### src/rtl/mmult_seq.sv
// mmult_seq -- matrix-multiply instruction sequencer.
//
// Expands one decoded MMULT into IMULTN, (n-1) x IMACN and a closing RESMAC.
// Before each multiply step the element is fetched from local RAM through
// mtx_mreq/datack.
//
// Ports:
//   clk, reset        clock, asynchronous active-high reset
//   go                MMULT decoded (only sampled in IDLE)
//   instruction       MMULT word: [9:5] Rs vector base, [4:0] Rn destination
//   gpu_din           config write data for mtxawr / mtxcwr
//   mtxawr, mtxcwr    write matrix base / control (size, row/column mode)
//   datack            RAM acknowledge for the current request
//   mtx_mreq, mtxaddr RAM read request and element word address
//   mtx_wait          request outstanding in REQ without acknowledge
//   mtx_atomic        sequence in progress
//   mtx_dover         pulse alongside RESMAC
//   multsel           multiplier operand B taken from RAM data
//   sysins, sysser    generated instruction and its valid strobe
//   sys_hi            use the high half of the source register
//
// Build option: define MMULT_PREFETCH_EN to keep the next element's request
// up during ISSUE. This gives one element per cycle when the RAM has no wait states.
module mmult_seq #(
    parameter int ADDR_W = 10,
    parameter int N_W    = 4,
    parameter int MIN_N  = 3,
    parameter int REG_W  = 5
) (
    input  logic              clk,
    input  logic              reset,
    input  logic              go,
    input  logic [15:0]       instruction,
    input  logic [31:0]       gpu_din,
    input  logic              mtxawr,
    input  logic              mtxcwr,
    input  logic              datack,
    output logic              mtx_mreq,
    output logic [ADDR_W-1:0] mtxaddr,
    output logic              mtx_wait,
    output logic              mtx_atomic,
    output logic              mtx_dover,
    output logic              multsel,
    output logic [15:0]       sysins,
    output logic              sysser,
    output logic              sys_hi
);
    localparam logic [5:0] OP_IMULTN = 6'd18;
    localparam logic [5:0] OP_RESMAC = 6'd19;
    localparam logic [5:0] OP_IMACN  = 6'd20;

    typedef enum logic [1:0] {IDLE, REQ, ISSUE, FINAL} state_t;

    state_t              state;
    logic [ADDR_W-1:0]   mtxa;
    logic [N_W-1:0]      size;
    logic                mode;

    // Sequence shadows: config writes during a run only affect the next one.
    logic [N_W-1:0]      n_sh;
    logic [ADDR_W-1:0]   stride_sh;
    logic [REG_W-1:0]    rs_sh;
    logic [4:0]          rn_sh;
    logic [N_W-1:0]      step;
    logic [ADDR_W-1:0]   addr;

    logic [N_W-1:0]      n_cfg;
    logic [ADDR_W-1:0]   stride_cfg;
    logic [N_W-1:0]      step_nxt;
    logic [ADDR_W-1:0]   addr_nxt;
    logic                last;
    logic                nxt_last;
    logic                unused_bits;

    assign n_cfg      = (size < N_W'(MIN_N)) ? N_W'(MIN_N) : size;
    assign stride_cfg = mode ? ADDR_W'(n_cfg) : ADDR_W'(1);
    assign step_nxt   = step + N_W'(1);
    assign addr_nxt   = addr + stride_sh;
    assign last       = (step == n_sh - N_W'(1));
    assign nxt_last   = (step_nxt == n_sh - N_W'(1));

    // The stall depends on datack in the same cycle, so it cannot be registered.
    assign mtx_wait   = (state == REQ) && !datack;

    assign unused_bits = ^{instruction[15:10], gpu_din};

    // Two consecutive steps share one source register: the high half comes first.
    function automatic logic [15:0] issue_word(input logic [N_W-1:0]   s,
                                               input logic [REG_W-1:0] rs,
                                               input logic [4:0]       rn);
        logic [REG_W-1:0] src;
        src = rs + REG_W'(s >> 1);
        return {(s == '0) ? OP_IMULTN : OP_IMACN, 5'(src), rn};
    endfunction

    always_ff @(posedge clk or posedge reset) begin
        if (reset) begin
            mtxa <= '0;
            size <= N_W'(MIN_N);
            mode <= 1'b0;
        end else begin
            if (mtxawr) mtxa <= gpu_din[ADDR_W+1:2];
            if (mtxcwr) begin
                size <= gpu_din[N_W-1:0];
                mode <= gpu_din[N_W];
            end
        end
    end

    always_ff @(posedge clk or posedge reset) begin
        if (reset) begin
            state      <= IDLE;
            n_sh       <= N_W'(MIN_N);
            stride_sh  <= ADDR_W'(1);
            rs_sh      <= '0;
            rn_sh      <= '0;
            step       <= '0;
            addr       <= '0;
            mtx_mreq   <= 1'b0;
            mtxaddr    <= '0;
            mtx_atomic <= 1'b0;
            mtx_dover  <= 1'b0;
            multsel    <= 1'b0;
            sysins     <= '0;
            sysser     <= 1'b0;
            sys_hi     <= 1'b0;
        end else begin
            case (state)
                IDLE: if (go) begin
                    state      <= REQ;
                    n_sh       <= n_cfg;
                    stride_sh  <= stride_cfg;
                    rs_sh      <= REG_W'(instruction[9:5]);
                    rn_sh      <= instruction[4:0];
                    step       <= '0;
                    addr       <= mtxa;
                    mtx_mreq   <= 1'b1;
                    mtxaddr    <= mtxa;
                    mtx_atomic <= 1'b1;
                end
                REQ: if (datack) begin
                    state   <= ISSUE;
                    sysser  <= 1'b1;
                    multsel <= 1'b1;
                    sysins  <= issue_word(step, rs_sh, rn_sh);
                    sys_hi  <= ~step[0];
`ifdef MMULT_PREFETCH_EN
                    mtx_mreq <= !last;
                    mtxaddr  <= addr_nxt;
`else
                    mtx_mreq <= 1'b0;
`endif
                end
                ISSUE: begin
                    step <= step_nxt;
                    addr <= addr_nxt;
                    if (last) begin
                        state     <= FINAL;
                        mtx_mreq  <= 1'b0;
                        multsel   <= 1'b0;
                        sysser    <= 1'b1;
                        sysins    <= {OP_RESMAC, 5'd0, rn_sh};
                        sys_hi    <= 1'b0;
                        mtx_dover <= 1'b1;
                    end
`ifdef MMULT_PREFETCH_EN
                    // The next element was acknowledged during this ISSUE, so its step issues immediately.
                    else if (datack) begin
                        state    <= ISSUE;
                        sysser   <= 1'b1;
                        multsel  <= 1'b1;
                        sysins   <= issue_word(step_nxt, rs_sh, rn_sh);
                        sys_hi   <= ~step_nxt[0];
                        mtx_mreq <= !nxt_last;
                        mtxaddr  <= addr_nxt + stride_sh;
                    end
`endif
                    else begin
                        state    <= REQ;
                        sysser   <= 1'b0;
                        multsel  <= 1'b0;
                        sysins   <= '0;
                        sys_hi   <= 1'b0;
                        mtx_mreq <= 1'b1;
                        mtxaddr  <= addr_nxt;
                    end
                end
                FINAL: begin
                    state      <= IDLE;
                    sysser     <= 1'b0;
                    sysins     <= '0;
                    mtx_dover  <= 1'b0;
                    mtx_atomic <= 1'b0;
                end
                default: state <= IDLE;
            endcase
        end
    end
endmodule

### config.mk
export PLATFORM = sky130hd
export DESIGN_NAME = mmult_seq
export DESIGN_NICKNAME = d
export VERILOG_FILES = /design/src/rtl/mmult_seq.sv
export SDC_FILE = /design/constraint.sdc
export NUM_CORES = 1
export LEC_CHECK = 0
export CAP_MARGIN = 40
export CORE_MARGIN = 4
export CORE_UTILIZATION = 54
export DETAILED_ROUTE_END_ITERATION = 16
export GPL_ROUTABILITY_DRIVEN = 0
export GPL_TIMING_DRIVEN = 0
export PLACE_DENSITY = 0.87
export SYNTH_ARGS = -nofsm -noshare
export SYNTH_HDL_FRONTEND = slang
export SYNTH_SLANG_ARGS = --single-unit
### constraint.sdc
create_clock -name clk -period 4.8 [get_ports clk]
set_clock_uncertainty 0.15 [all_clocks]
set_input_delay 0.72 -clock clk [delete_from_list [all_inputs] [get_ports clk]]
set_output_delay 0.72 -clock clk [all_outputs]
set_load 0.01 [all_outputs]
Word level (Yosys, flattened, before mapping)
Index checks and enable logic that the tools add are counted.

word-level totals
  input bits = 54
  register bits = 87
  output and inout port bits = 33

operators by class
  add/sub/neg operators = 4
  magnitude comparators = 1
  muxes and demuxes = 29
  bitwise gates (word level) = 1
  equality and inequality tests = 8
  reduce and logical (&&, ||, !) cells = 19

operators with widths
  cell                 count
  $pmux 16 s3          1
  $pmux 10 s2          2
  $mux 10              2
  $mux 16              1
  $mux 15              1
  $reduce_and 2->1     7
  $mux 4               3
  $add 10x10->10       1
  $ne 2x2->1 const B   4
  $pmux 1 s2           4
  $pmux 2 s4           1
  $pmux 4 s2           1
  $reduce_bool 2->1    4
  $mux 1               7
  $mux 2               3
  $pmux 1 s3           2
  $reduce_and 3->1     2
  $reduce_bool 3->1    2
  $add 5x3->5          1
  $add 4x1->4 const B  1
  $eq 2x2->1 const B   2
  $eq 4x4->1           1
  $logic_not 4->1      1
  $lt 4x2->1 const B   1
  other kinds (7)      7

Logic depth before layout (Yosys ltp)
  depth after elaboration = 4
  depth in mapped cells = 8
  mapped depth without buffers = 7

Worst setup path after synthesis
OpenSTA, ideal clock, no wires.

  path kind = reg-to-reg
  start point = register stride_sh[0]
  end point = register mtxaddr[4]
  path slack = 2.573 ns
  stages on the path, launching flop included = 8
  arrival time = 1.949 ns
  clock period less this slack = 2.227 ns
  setup time = 0.128 ns
  cell sequence = dfstp_2 -> ha_1 -> fa_1 -> a21o_1 -> a21oi_1 -> xnor2_1 -> o21ai_0 -> mux2_1

on the way
  word-level cells in the longest chain between the ends = 3

ends and longest elaborated chain
  item                    RTL line  RTL
  start, declared         61        logic [ADDR_W-1:0] stride_sh;
  start signal, assigned  132       stride_sh <= stride_cfg;
  $add 10x10->10          78        assign addr_nxt = addr + stride_sh;
  $mux 10                 157       if (last) begin
  $pmux 10 s2             128       case (state)
  end signal, assigned    138       mtxaddr <= mtxa;
  end signal, assigned    185       mtxaddr <= addr_nxt;
  end, declared           39        output logic [ADDR_W-1:0] mtxaddr,

No other way between the ends. The select of a mux whose other input is x is not followed.
A chain may end at the register's enable or synchronous reset.

Worst setup path after layout
  start point = input datack
  end point = output mtx_wait

on the way
  word-level cells in the longest chain between the ends = 2

ends and longest elaborated chain
  item               RTL line  RTL
  start, declared    37        input logic datack,
  $logic_not 1->1    83        assign mtx_wait = (state == REQ) && !datack;
  $logic_and 1x1->1  83
  end, declared      40        output logic mtx_wait,

No other way between the ends.

==> results by group <==
Outcome
  – Status: finished clean

Critical path
  – CP Capture Point: mtx_wait
  – R2r worst-path depth: 7
  – Reg2reg end: mtxaddr[4]
  – Worst setup SP type: input port
  – R2R Setup Slk: 2.27 ns
  – Worst-path fanout max: 4
  – CP Launch Point: datack
  – CP Capture Type: output port
  – WP data arrival: 2.14 ns
  – R2r startpoint: stride_sh[0]
  – WP data required: 3.93 ns
  – WS Path Type: in -> out

Logic synthesis
  – Gate Count Post-Synth: 355
  – Synth area leader: dfrtp_1
  – Sequential area share after synthesis: 53.4%
  – Synth warn: 0
  – Yosys cell types: 50
  – Commonest cells post-synth: 73 x dfrtp_1, 66 x nand2_1, 26 x nor2_1, 26 x o21ai_0, 17 x a21oi_1
  – Top cells by area, synth: dfrtp_1 50%, nand2_1 6.8%, mux2_2 4.9%
  – Synth Register Bits: 78
  – Mapped Area: 3660 um^2
  – Post-synth EDFFs: 0
  – Syn Area/Cell: 10.3 um^2
  – Share of the synthesized area in the top cell type: 49.8%
  – Async set-reset flop share out of synthesis: 100%
  – Predominant post-synthesis flop cell: dfrtp_1
  – Most common cell in the netlist: dfrtp_1

Pwr
  – Worst VDD drop: 0.000277 V
  – Pwr/cell area: 641 nW/um^2
  – Leakage dissipation: 2.08 nW

Timing
  – Setup TNS: 0 ns
  – Max frequency: 0.332 GHz
  – Post-route setup slack: 1.79 ns
  – RSZ-0062 raised after global routing: no
  – Slew Limit Fails: 0
  – Final Critical Period: 3.01 ns
  – Final-report hold violation count: 0
  – Tcrit/Tclk final: 62.7%
  – Worst-Margin Slew: 0.732 ns
  – Count of final setup violators: 0
  – Slew HR: 51.0%

GRT
  – Total track usage: 20.3%
  – Initial antenna violation count: 0
  – First-pass GRT wire length: 13400 um
  – Pin count of the biggest net entering global routing: 54
  – GRT Residual Overflow: 0
  – Vias in the first global route: 2776

CTS
  – Post-CTS Setup Bufs: 0
  – CTS tree: done
  – Num Clock Sinks: 78
  – Clock Tree Buf Depth: 2
  – Total CTS buffers: 9
  – Clock root buffer master: clkbuf_8
  – Clk_lat worst skew: 0.35 ns
  – Clock-pin transition on the worst setup and hold timing paths: 0.07 ns
  – Resize count post-CTS: 0
  – # hold bufs at CTS: 0
  – H-tree depth: 3

Floorplanning
  – Die H: 90.4 um
  – IO Pins: 87
  – Initial cell density of the core: 56.7%
  – Num rows: 29
  – Die Wd: 90.4 um
  – Core area: 6460 um^2
  – Die area: 8170 um^2

Final layout
  – Diode count: 0
  – Post-route insts no fill: 507
  – Finished Core Util: 71.4%
  – Fillers: 455
  – Area growth from synthesis to layout: 25.9%
  – Share of cells above drive strength 1: 12.6%
  – Final nets: 491

Routing
  – Top sig layer: met4
  – WL final: 8030 um
  – WL met1: 3530 um
  – Vias/cell: 5.59
  – Initial DRC Count: 211
  – ANT nets after route: 0
  – Metal3 WL: 515 um
  – Met2 WL: 3810 um
  – DRC: 0
  – Router iterations before antenna repair: 4
  – Routed len/inst: 15.8 um
  – DR vias: 2835

Placement
  – Post-Place Cells: 491
  – Place WS: 1.92 ns
  – HPWL after DPL: 5760 um
  – # port buffers: 57

Worst hold path
  – Hold crit path type: reg -> reg

Job
  – Max-cap violation count: 0
-- registers in the layout, summed over array words and instances, names as in the netlist, 2 cells and up --
register   count
rn_sh          5
n_sh           4
step           4
rs_sh          5
size           4
stride_sh      4
state          2
mtxaddr       10
sysins        14
addr          10
mtxa          10
-- worst min path at each step --
stage / endpoint / startpoint / cells past startpoint / slack (ns)
final: mtxaddr[9] / mtxaddr[9] / 2 / 0.33
after detailed placement: rn_sh[1] / rn_sh[1] / 2 / 0.32
after global routing: rs_sh[0] / rs_sh[0] / 2 / 0.36
after floorplan: stride_sh[0] / mode / 1 / 0.29
after global placement: rn_sh[4] / rn_sh[4] / 2 / 0.31
after CTS: rn_sh[1] / rn_sh[1] / 2 / 0.34
-- cell type report --
cell class / instances / area [um^2] / area share (%)
plain buffers: 18 / 106 / 2.30
clock buffers: 13 / 159 / 3.44
clock inverters: 3 / 90.1 / 1.95
inverters: 11 / 43.8 / 0.949
multi-input cells: 249 / 1560 / 33.9
flip-flops and latches: 78 / 1960 / 42.4
well taps: 77 / 96.3 / 2.09
repair buffers: 58 / 598 / 13.0
-- logic make-up after synthesis --
| family | after synthesis | synth area share [%] |
|---|---|---|
| XOR/XNOR | 15 | 3.58 |
| flip-flops | 78 | 53.4 |
| buffers and inverters | 29 | 4.03 |
| multiplexers | 21 | 6.32 |
| other | 1 | 0.102 |
| adder cells (fa/ha/maj) | 12 | 4.51 |
| AO/OA/AOI/OAI | 77 | 13.3 |
| AND/OR/NAND/NOR | 122 | 14.7 |
-- where the power goes --
part           leakage, nW  internal (mW)  switching, mW
Clock                0.124          0.375          0.230
Sequential           0.955          0.916          0.185
Combinational        0.999          0.592          0.660
-- cell usage in the layout, fill, tap and decap left out, types with 2 or more instances in the layout --
cell type | synthesis | final
o31ai_1 | 7 | 7
clkdlybuf4s50_1 | 0 | 57
a211oi_1 | 4 | 4
buf_4 | 3 | 3
clkbuf_8 | 1 | 12
nand2_1 | 66 | 66
buf_6 | 2 | 2
and3_1 | 4 | 4
a22o_2 | 3 | 3
dfstp_2 | 5 | 5
conb_1 | 1 | 2
buf_2 | 2 | 2
xor2_1 | 5 | 5
o21ai_0 | 26 | 26
inv_1 | 11 | 10
nand3_1 | 4 | 4
clkbuf_1 | 10 | 12
nand2b_1 | 2 | 2
fa_1 | 2 | 2
nor3_1 | 7 | 7
dfrtp_1 | 73 | 73
mux2_2 | 16 | 16
o31a_1 | 2 | 2
nand4_1 | 2 | 2
mux2i_1 | 4 | 4
a21o_1 | 4 | 4
ha_1 | 10 | 10
nor2b_1 | 2 | 2
bufinv_16 | 0 | 3
xnor2_1 | 10 | 10
o22ai_1 | 4 | 4
nor2_1 | 26 | 26
a22oi_1 | 2 | 2
a21oi_1 | 17 | 17
-- metrics by stage --
step / hold slack [ns] / total power, mW / cell area (um^2)
after floorplan: 0.293 / 1.87 / 3670
after global placement: 0.311 / 2.28 / 4340
after detailed placement: 0.317 / 2.35 / 4370
after CTS: 0.339 / 2.96 / 4610
after global routing: 0.365 / 3.14 / 4610
final: 0.334 / 2.96 / 4610
-- worst max-delay path: stages --
cell	delay (ns)
clkdlybuf4s50_1	0.49
nor3_1	0.32
clkdlybuf4s50_1	0.61
-- metal layers --
layer | track usage [%] | vias to the layer above
met5 | 0 | -
met4 | 9.69 | 0
met3 | 2.75 | 17
met2 | 32.1 | 92
met1 | 27.7 | 1369
li1 | - | 1357
No activity file was read; power rests on OpenSTA's default activity.
